<file path="config.mk">
export PLATFORM = sky130hd
export DESIGN_NAME = digit_serial_mult_ctrl
export DESIGN_NICKNAME = d
export VERILOG_FILES = /design/src/rtl/mult_ctrl_pkg.sv /design/src/rtl/param_multiplier.sv /design/src/rtl/digit_serial_mult_ctrl.sv
export SDC_FILE = /design/constraint.sdc
export NUM_CORES = 2
export LEC_CHECK = 0
export BUFFER_PORTS_ARGS = -buffer_cell sky130_fd_sc_hd__buf_4
export CAP_MARGIN = 20
export CORE_MARGIN = 2
export CORE_UTILIZATION = 30
export DETAILED_ROUTE_END_ITERATION = 12
export SLEW_MARGIN = 10
export SYNTH_ARGS = -nofsm -noshare
export SYNTH_HDL_FRONTEND = slang
export SYNTH_SLANG_ARGS = --single-unit
</file>
<file path="constraint.sdc">
create_clock -name clk -period 21.7 [get_ports clk]
set_input_delay 0 -clock clk [delete_from_list [all_inputs] [get_ports clk]]
set_output_delay 0 -clock clk [all_outputs]
set_load 0.005 [all_outputs]
</file>
<file path="src/rtl/mult_ctrl_pkg.sv">
// Shared types and default widths for the digit-serial multiplier sequencer.
package mult_ctrl_pkg;

    typedef enum logic [1:0] {
        IDLE = 2'd0,
        RUN  = 2'd1,
        DONE = 2'd2
    } mult_state_e;

    localparam int MC_A_WIDTH     = 64;
    localparam int MC_B_WIDTH     = 64;
    localparam int MC_DIGIT_WIDTH = 8;

    // Digit-counter width; a single-digit multiplier still needs one bit.
    function automatic int digit_cnt_width(input int b_width, input int digit_width);
        int n;
        n = b_width / digit_width;
        return (n > 1) ? $clog2(n) : 1;
    endfunction

endpackage

</file>
<file path="src/rtl/param_multiplier.sv">
// Combinational unsigned X_WIDTH x Y_WIDTH multiplier array.
module param_multiplier #(
    parameter int X_WIDTH = 64,
    parameter int Y_WIDTH = 8
) (
    input  logic [X_WIDTH-1:0]         x,
    input  logic [Y_WIDTH-1:0]         y,
    output logic [X_WIDTH+Y_WIDTH-1:0] p
);

    logic [X_WIDTH+Y_WIDTH-1:0] x_ext;
    logic [X_WIDTH+Y_WIDTH-1:0] y_ext;

    assign x_ext = {{Y_WIDTH{1'b0}}, x};
    assign y_ext = {{X_WIDTH{1'b0}}, y};
    assign p     = x_ext * y_ext;

endmodule

</file>
<file path="src/rtl/digit_serial_mult_ctrl.sv">
// Digit-serial sequencer: multiplies a by b one DIGIT_WIDTH digit of b per cycle.
//   state | meaning
//   IDLE  | ready for an operand pair
//   RUN   | one digit of b multiplied and accumulated per cycle
//   DONE  | product presented, waiting for out_ready
module digit_serial_mult_ctrl
    import mult_ctrl_pkg::*;
#(
    parameter int A_WIDTH     = MC_A_WIDTH,
    parameter int B_WIDTH     = MC_B_WIDTH,
    parameter int DIGIT_WIDTH = MC_DIGIT_WIDTH,
    parameter bit EARLY_EXIT  = 1'b1
) (
    input  logic                       clk,
    input  logic                       rst_n,
    input  logic                       clear,
    input  logic                       in_valid,
    output logic                       in_ready,
    input  logic [A_WIDTH-1:0]         a,
    input  logic [B_WIDTH-1:0]         b,
    output logic                       out_valid,
    input  logic                       out_ready,
    output logic [A_WIDTH+B_WIDTH-1:0] prod,
    output logic                       busy
);

    localparam int N   = B_WIDTH / DIGIT_WIDTH;
    localparam int K_W = digit_cnt_width(B_WIDTH, DIGIT_WIDTH);
    localparam int P_W = A_WIDTH + B_WIDTH;
    localparam int PP_W = A_WIDTH + DIGIT_WIDTH;

    if (B_WIDTH % DIGIT_WIDTH != 0) begin : g_bad_b_width
        $error("B_WIDTH must be a multiple of DIGIT_WIDTH");
    end
    if (DIGIT_WIDTH < 2) begin : g_bad_digit_width
        $error("DIGIT_WIDTH must be at least 2");
    end

    mult_state_e               state;
    logic [A_WIDTH-1:0]        a_q;
    logic [B_WIDTH-1:0]        b_q;
    logic [K_W-1:0]            k;
    logic [P_W-1:0]            acc;

    logic [DIGIT_WIDTH-1:0]    cur_digit;
    logic [PP_W-1:0]           pp;
    logic [P_W-1:0]            pp_ext;
    logic [31:0]               shamt;
    logic [P_W-1:0]            acc_next;
    logic                      upper_nz;
    logic                      last_digit;
    logic                      run_exit;

    assign cur_digit = b_q[32'(k) * DIGIT_WIDTH +: DIGIT_WIDTH];

    param_multiplier #(
        .X_WIDTH(A_WIDTH),
        .Y_WIDTH(DIGIT_WIDTH)
    ) u_array (
        .x(a_q),
        .y(cur_digit),
        .p(pp)
    );

    assign pp_ext   = P_W'(pp);
    assign shamt    = 32'(k) * 32'(DIGIT_WIDTH);
    assign acc_next = acc + (pp_ext << shamt);

    // Any nonzero digit above the one being consumed keeps the op running.
    always_comb begin
        upper_nz = 1'b0;
        for (int j = 0; j < N; j++) begin
            if (j > int'(k) && b_q[j*DIGIT_WIDTH +: DIGIT_WIDTH] != '0) begin
                upper_nz = 1'b1;
            end
        end
    end

    assign last_digit = (k == K_W'(N - 1));
    assign run_exit   = last_digit || (EARLY_EXIT && !upper_nz);

    always_ff @(posedge clk or negedge rst_n) begin
        if (!rst_n) begin
            state <= IDLE;
            a_q   <= '0;
            b_q   <= '0;
            k     <= '0;
            acc   <= '0;
        end else if (clear) begin
            state <= IDLE;
            k     <= '0;
            acc   <= '0;
        end else begin
            case (state)
                IDLE: begin
                    if (in_valid) begin
                        a_q   <= a;
                        b_q   <= b;
                        k     <= '0;
                        acc   <= '0;
                        state <= RUN;
                    end
                end
                RUN: begin
                    acc <= acc_next;
                    k   <= k + K_W'(1);
                    if (run_exit) begin
                        state <= DONE;
                    end
                end
                DONE: begin
                    if (out_ready) begin
                        state <= IDLE;
                    end
                end
                default: state <= IDLE;
            endcase
        end
    end

    assign in_ready  = (state == IDLE);
    assign out_valid = (state == DONE);
    assign busy      = (state != IDLE);
    assign prod      = acc;

endmodule

</file>
; After elaboration in Yosys (flattened, before gate mapping)
; Index checks and enable logic that the tools add are counted.
[op_classes]
eq_ne = 6
n_bitwise = 1
shift = 2
mux = 18
n_mul = 1
add_sub_neg = 2
reduce_logical = 22
n_lt_le_gt_ge = 7
[ops]
columns = operator, count
row1 = 128-bit 2-to-1 mux, 2
row2 = 128-bit one-hot mux with 2 select lines, 1
row3 = 128-bit adder, 1
row4 = 72-bit by 6-bit left shift with 128-bit output, 1
row5 = 64-bit by 8-bit multiplier with 72-bit output, 1
row6 = 64-bit by 7-bit indexed part select with 8-bit output, 1
row7 = 8-bit nonzero test, 7
row8 = "3-bit > comparator, first input constant", 4
row9 = 2-bit 2-to-1 mux, 4
row10 = 1-bit logical AND, 7
row11 = 1-bit 2-to-1 mux, 7
row12 = "2-bit by 3-bit > comparator with 1-bit output, first input constant", 2
row13 = 3-bit 2-to-1 mux, 2
row14 = "3-bit inequality test, second input constant", 2
row15 = 2-bit one-hot mux with 3 select lines, 1
row16 = 3-bit one-hot mux with 2 select lines, 1
row17 = 3-bit AND reduction, 2
row18 = "3-bit by 1-bit adder with 3-bit output, second input constant", 1
row19 = "3-bit == test, second input constant", 1
row20 = "1-bit by 3-bit > comparator with 1-bit output, first input constant", 1
row21 = "3-bit by 2-bit inequality test with 1-bit output, second input constant", 1
row22 = 3-bit nonzero test, 1
row23 = "2-bit by 1-bit == test with 1-bit output, second input constant", 1
row24 = "2-bit == test, second input constant", 1
row25 = other kinds (6), 6
[totals]
in_bits = 133
wordCells = 64
register_bits = 261
output_inout_bits = 131

; Longest topological paths before layout
[depth]
depth_word = 14
depth_mapped = 40
mapped_depth_nobuf = 35

; By module
; Synthesis repeated with hierarchy kept, for this count alone.
[hier_totals]
cells_unflattened = 4367
area_unflattened_um2 = 36850.3
[by_module_without_submodules]
columns = mod, instances, cells_per_inst, area_per_inst_um2, seq_area_each_um2
row1 = digit_serial_mult_ctrl, 1, 2521, 20913.8, 6531.3
row2 = param_multiplier, 1, 1846, 15936.5, 0.0

; Least setup slack after synthesis
; No wires, ideal clock.
[synth_path]
path_type = register -> register
startpoint = register k[0]
endpoint = register acc[127] (netlist: prod[127])
path_stages_with_launch = 39
required_ns = 21.576
setup_time_ns = 0.124
path_buffers = 5
slack_ns = 11.192
arrival_time_ns = 10.384
synth_period_minus_slack_ns = 10.508
path_cell_list = dfrtp_1 clkbuf_1 buf_1 mux4_2 mux2i_1 clkbuf_1 nor2b_1 fa_1 fa_1 fa_1 inv_1 fa_1 inv_1 ha_1 clkbuf_1 a2111oi_2 o21ai_1 a31oi_2 (+3 left out) o2111a_1 or2_1 o311ai_4 o21ai_2 a22o_1 ha_1 buf_2 nand4_1 or4_4 or3_1 o221a_1 a22oi_2 and2_4 o31ai_2 a211o_1 and3_4 o211a_1 a211o_1
[synth_via]
elab_chain_len = 6
[synth_lines]
columns = element, line
row1 = "start, declared", digit_serial_mult_ctrl.sv:42  ; logic [K_W-1:0] k;
row2 = "start signal, assigned", digit_serial_mult_ctrl.sv:106  ; k <= k + K_W'(1);
row3 = 64-bit by 7-bit indexed part select with 8-bit output, digit_serial_mult_ctrl.sv:54  ; assign cur_digit = b_q[32'(k) * DIGIT_WIDTH +: DIGIT_WIDTH];
row4 = 64-bit by 8-bit multiplier with 72-bit output, param_multiplier.sv:16  ; assign p = x_ext * y_ext;
row5 = 72-bit by 6-bit left shift with 128-bit output (*), digit_serial_mult_ctrl.sv:67  ; assign acc_next = acc + (pp_ext << shamt);
row6 = 128-bit adder (*), digit_serial_mult_ctrl.sv:67
row7 = 128-bit one-hot mux with 2 select lines (*), digit_serial_mult_ctrl.sv:94  ; case (state)
row8 = 128-bit 2-to-1 mux (*), digit_serial_mult_ctrl.sv:89  ; end else if (clear) begin
row9 = "end signal, assigned", digit_serial_mult_ctrl.sv:105  ; acc <= acc_next;
row10 = "end, declared", digit_serial_mult_ctrl.sv:43  ; logic [P_W-1:0] acc;
; Mark *: on every way between the ends. The rest lies on a longest branch, timed or not.
; A chain may end at the register's enable or synchronous reset.

; Worst setup path after layout
[layout_path]
startpoint = register k[0]
endpoint = register acc[120] (netlist: prod[120])
; The elaborated chain is that of the path after synthesis.

==> reports/metrics.cfg <==
[layout]
share_of_final_layout_standard_cells_stronger_than_drive_strength_1=0.127
seq_area_um2=6540
num_antenna_cells=0
area_growth_syn_to_layout_pct=16.2
num-fill-cells=12800
multi_input_comb_area_um2=28800
nNetsFinal=5337

[route]
met3_wirelength_from_detailed_routing_mm=8.51
avgRoutedWirePerCell_um=22.3
highest_layer=met5
drtPass1Iterations=12
detailroute.via_count=33900
wirelength_mm=140
postRouteAntennaNets=0
route.met2.wl_mm=64.9
dr.first_iter.drc_count=2959
wl_met1_mm=60.5
drc_errors=5
route.detailed.vias_per_inst=5.41

[setup_path]
path_class=flip-flop to flip-flop
cp_data_required_time_ns=22.24
cp-start-kind=flip-flop
crit_path_end_kind=flip-flop
worst_setup_path_start=k[0]
path_max_fanout=75
critical-path-max-stage-delay_ns=0.71
regToRegStartpoint=k[0]
crit_slowest_cell=o21ai_0
worstPathArrival_ns=12.83
worst-r2r-setup-slack_ns=9.40

[status]
outcome=finished with violations
violations=DRC

[sta]
setup_total_negative_slack_ns=0
final_min_period_over_clock_period=0.567
layout_min_cycle_time_ns=12.30
setup-violations-final=0
slew_viol_final=0
final_hold_viol_count=0
relSlewSlack=0.263
grt_setup_unrepaired=false
clock-skew-final_ns=0.0192
achievable-frequency_mhz=81.3
worst_pin_slew_ns=1.10

[synthesis]
ys.flop_type=dfrtp_1
synth_enable_flop_cells=0
post_synth_cell_types=101
netlist_top_cells_area=fa_1 (20%), dfrtp_1 (17%), ha_1 (8.1%), nor2b_1 (6.3%), mux2_2 (4.6%)
ys_ff_latch=261
synthesis.instances=4354
asyncSetResetFlopFracSynth=1.00
area_leader_netlist=fa_1
syn-cell-area_um2=37400
ys_seq_area_frac=0.175
mappedNetlistNets=5102
synth_largest_type_area_fraction=0.200
post_synth.cell_area_avg_um2=8.60
count_of_yosys_warnings_during_synthesis=0

[cts]
cts_tree=built
clock_path_buffers=3
cts.sinks=261
worstSkewPairLatency_ns=0.62
numCtsBuffers=37
post_cts_resize_count=0
htreeDepth=2
worst_setup_hold_path_clk_slew_ns=0.06
root_buffer_master=clkbuf_16

[global_route]
grt_max_degree=76
first_global_vias=33900
first_pass_grt_wire_length_mm=213
grt.overflow.total=0
grt_antenna_before_repair=3
grt_usage=0.218

[worst_hold_path]
hold_start=b[26]
min_path_type=input pin to flip-flop

[floorplanning]
io-pin-count=264
rows=129
die_w_um=357
die_area_um2=128000
initial_core_util=0.302
core_region_area_um2=124000
die_height_um=357

[job]
cap_viol_max_count=0

[place]
detailedPlacementHpwl_mm=111
gpl.final_weighted_congestion=0.986
io_buffer_count=263

synth_stat cells (13+ instances only):
| library cell | instances |
|---|---|
| a21oi_1 | 288 |
| a211oi_1 | 26 |
| fa_1 | 373 |
| nand2_1 | 443 |
| a31oi_1 | 33 |
| a22o_1 | 13 |
| buf_2 | 28 |
| inv_1 | 346 |
| o21a_1 | 27 |
| a21o_1 | 92 |
| mux2i_1 | 55 |
| nand3_1 | 48 |
| dfrtp_1 | 261 |
| o21bai_1 | 48 |
| nand2b_1 | 56 |
| nor3_1 | 37 |
| ha_1 | 242 |
| o211ai_1 | 24 |
| and2_1 | 98 |
| mux4_2 | 17 |
| and3_1 | 36 |
| nor4_1 | 24 |
| nor2b_1 | 375 |
| xor2_1 | 85 |
| o31ai_1 | 20 |
| nor2_1 | 232 |
| xnor2_1 | 96 |
| mux2_2 | 154 |
| o21ai_1 | 13 |
| clkbuf_1 | 189 |
| nand4_1 | 81 |
| o21ai_0 | 287 |
flip-flops by register name (all words and copies together), names as in the netlist:
signal / count
a_q: 64
prod: 128
state: 2
k: 3
b_q: 64
metal layers:
metal  vias up  track usage
met5         -            0
met4         2       0.0803
met3       256       0.0289
met2      1198        0.355
met1     17000        0.294
li1      15400            -
placed cells by master, fill, tap and decap left out, types with 24 or more instances in the layout:
| cell | count |
|---|---|
| buf_4 | 290 |
| o21ai_0 | 287 |
| nand2_1 | 441 |
| nand2b_1 | 55 |
| a21o_1 | 92 |
| clkbuf_16 | 38 |
| and2_1 | 98 |
| o21bai_1 | 48 |
| o21a_1 | 27 |
| nor2_1 | 231 |
| o211ai_1 | 24 |
| fa_1 | 373 |
| inv_1 | 345 |
| xor2_1 | 85 |
| nand4_1 | 81 |
| and3_1 | 36 |
| nor4_1 | 24 |
| dfrtp_1 | 258 |
| ha_1 | 242 |
| nor2b_1 | 374 |
| xnor2_1 | 96 |
| mux2_2 | 154 |
| nand3_1 | 48 |
| dlygate4sd3_1 | 132 |
| nor3_1 | 37 |
| a21oi_1 | 288 |
| a31oi_1 | 33 |
| a211oi_1 | 26 |
| mux2i_1 | 49 |
area by class of cell:
class / instances / share of cell area
timing repair buffer: 424 / 0.0814
clock inverter: 21 / 0.00515
multi-input combinational: 3517 / 0.662
inverter: 348 / 0.0300
sequential: 261 / 0.150
clock buffer: 47 / 0.0242
tap: 1637 / 0.0471
worst paths after layout:
path                              to  depth (start not counted)
max in group asynchronous       k[0]                          5
setup / recovery           prod[120]                         35
hold / removal               b_q[26]                          3
setup reg to reg           prod[120]                         35
hold reg to reg              prod[9]                          2
min in group asynchronous    a_q[44]                          4
critical path: cells and delay by family (launching register included):
family	cells	cell delay, ns
fa+ha+maj	5	2.42
mux	2	0.80
compound gates	13	4.41
simple gates	11	2.63
buf+inv	4	1.29
flops	1	0.61
cells by family after synthesis:
family          count (synthesis)  share of synthesized area
compound gates               1016                      0.171
xor+xnor                      181                     0.0424
flops                         261                      0.175
simple gates                 1479                      0.201
buf+inv                       576                     0.0588
mux                           226                     0.0713
fa+ha+maj                     615                      0.280
through the flow:
step | util | setup slack (ns) | cells | cell area [um^2] | hold slack (ns)
6_report | 0.351 | 9.40 | 6255 | 43500 | 0.171
4_1_cts | 0.351 | 9.54 | 6255 | 43500 | 0.133
5_1_grt | 0.351 | 8.89 | 6255 | 43500 | 0.149
3_3_place_gp | 0.330 | 9.53 | 6054 | 40900 | -0.0643
3_5_place_dp | 0.330 | 9.55 | 6054 | 40900 | -0.0638
2_1_floorplan | - | 11.19 | 4354 | 37400 | -0.296
what timing repair did:
item | 4_1_cts | 5_1_grt
buffers inserted | 0 | 0
hold buffers | 133 | 0
endpoints found under the hold margin | 216 | 0
Power is left out: the tool's default activity adds up to more than one toggle a clock period on the data nets, which glitch-free logic cannot reach.
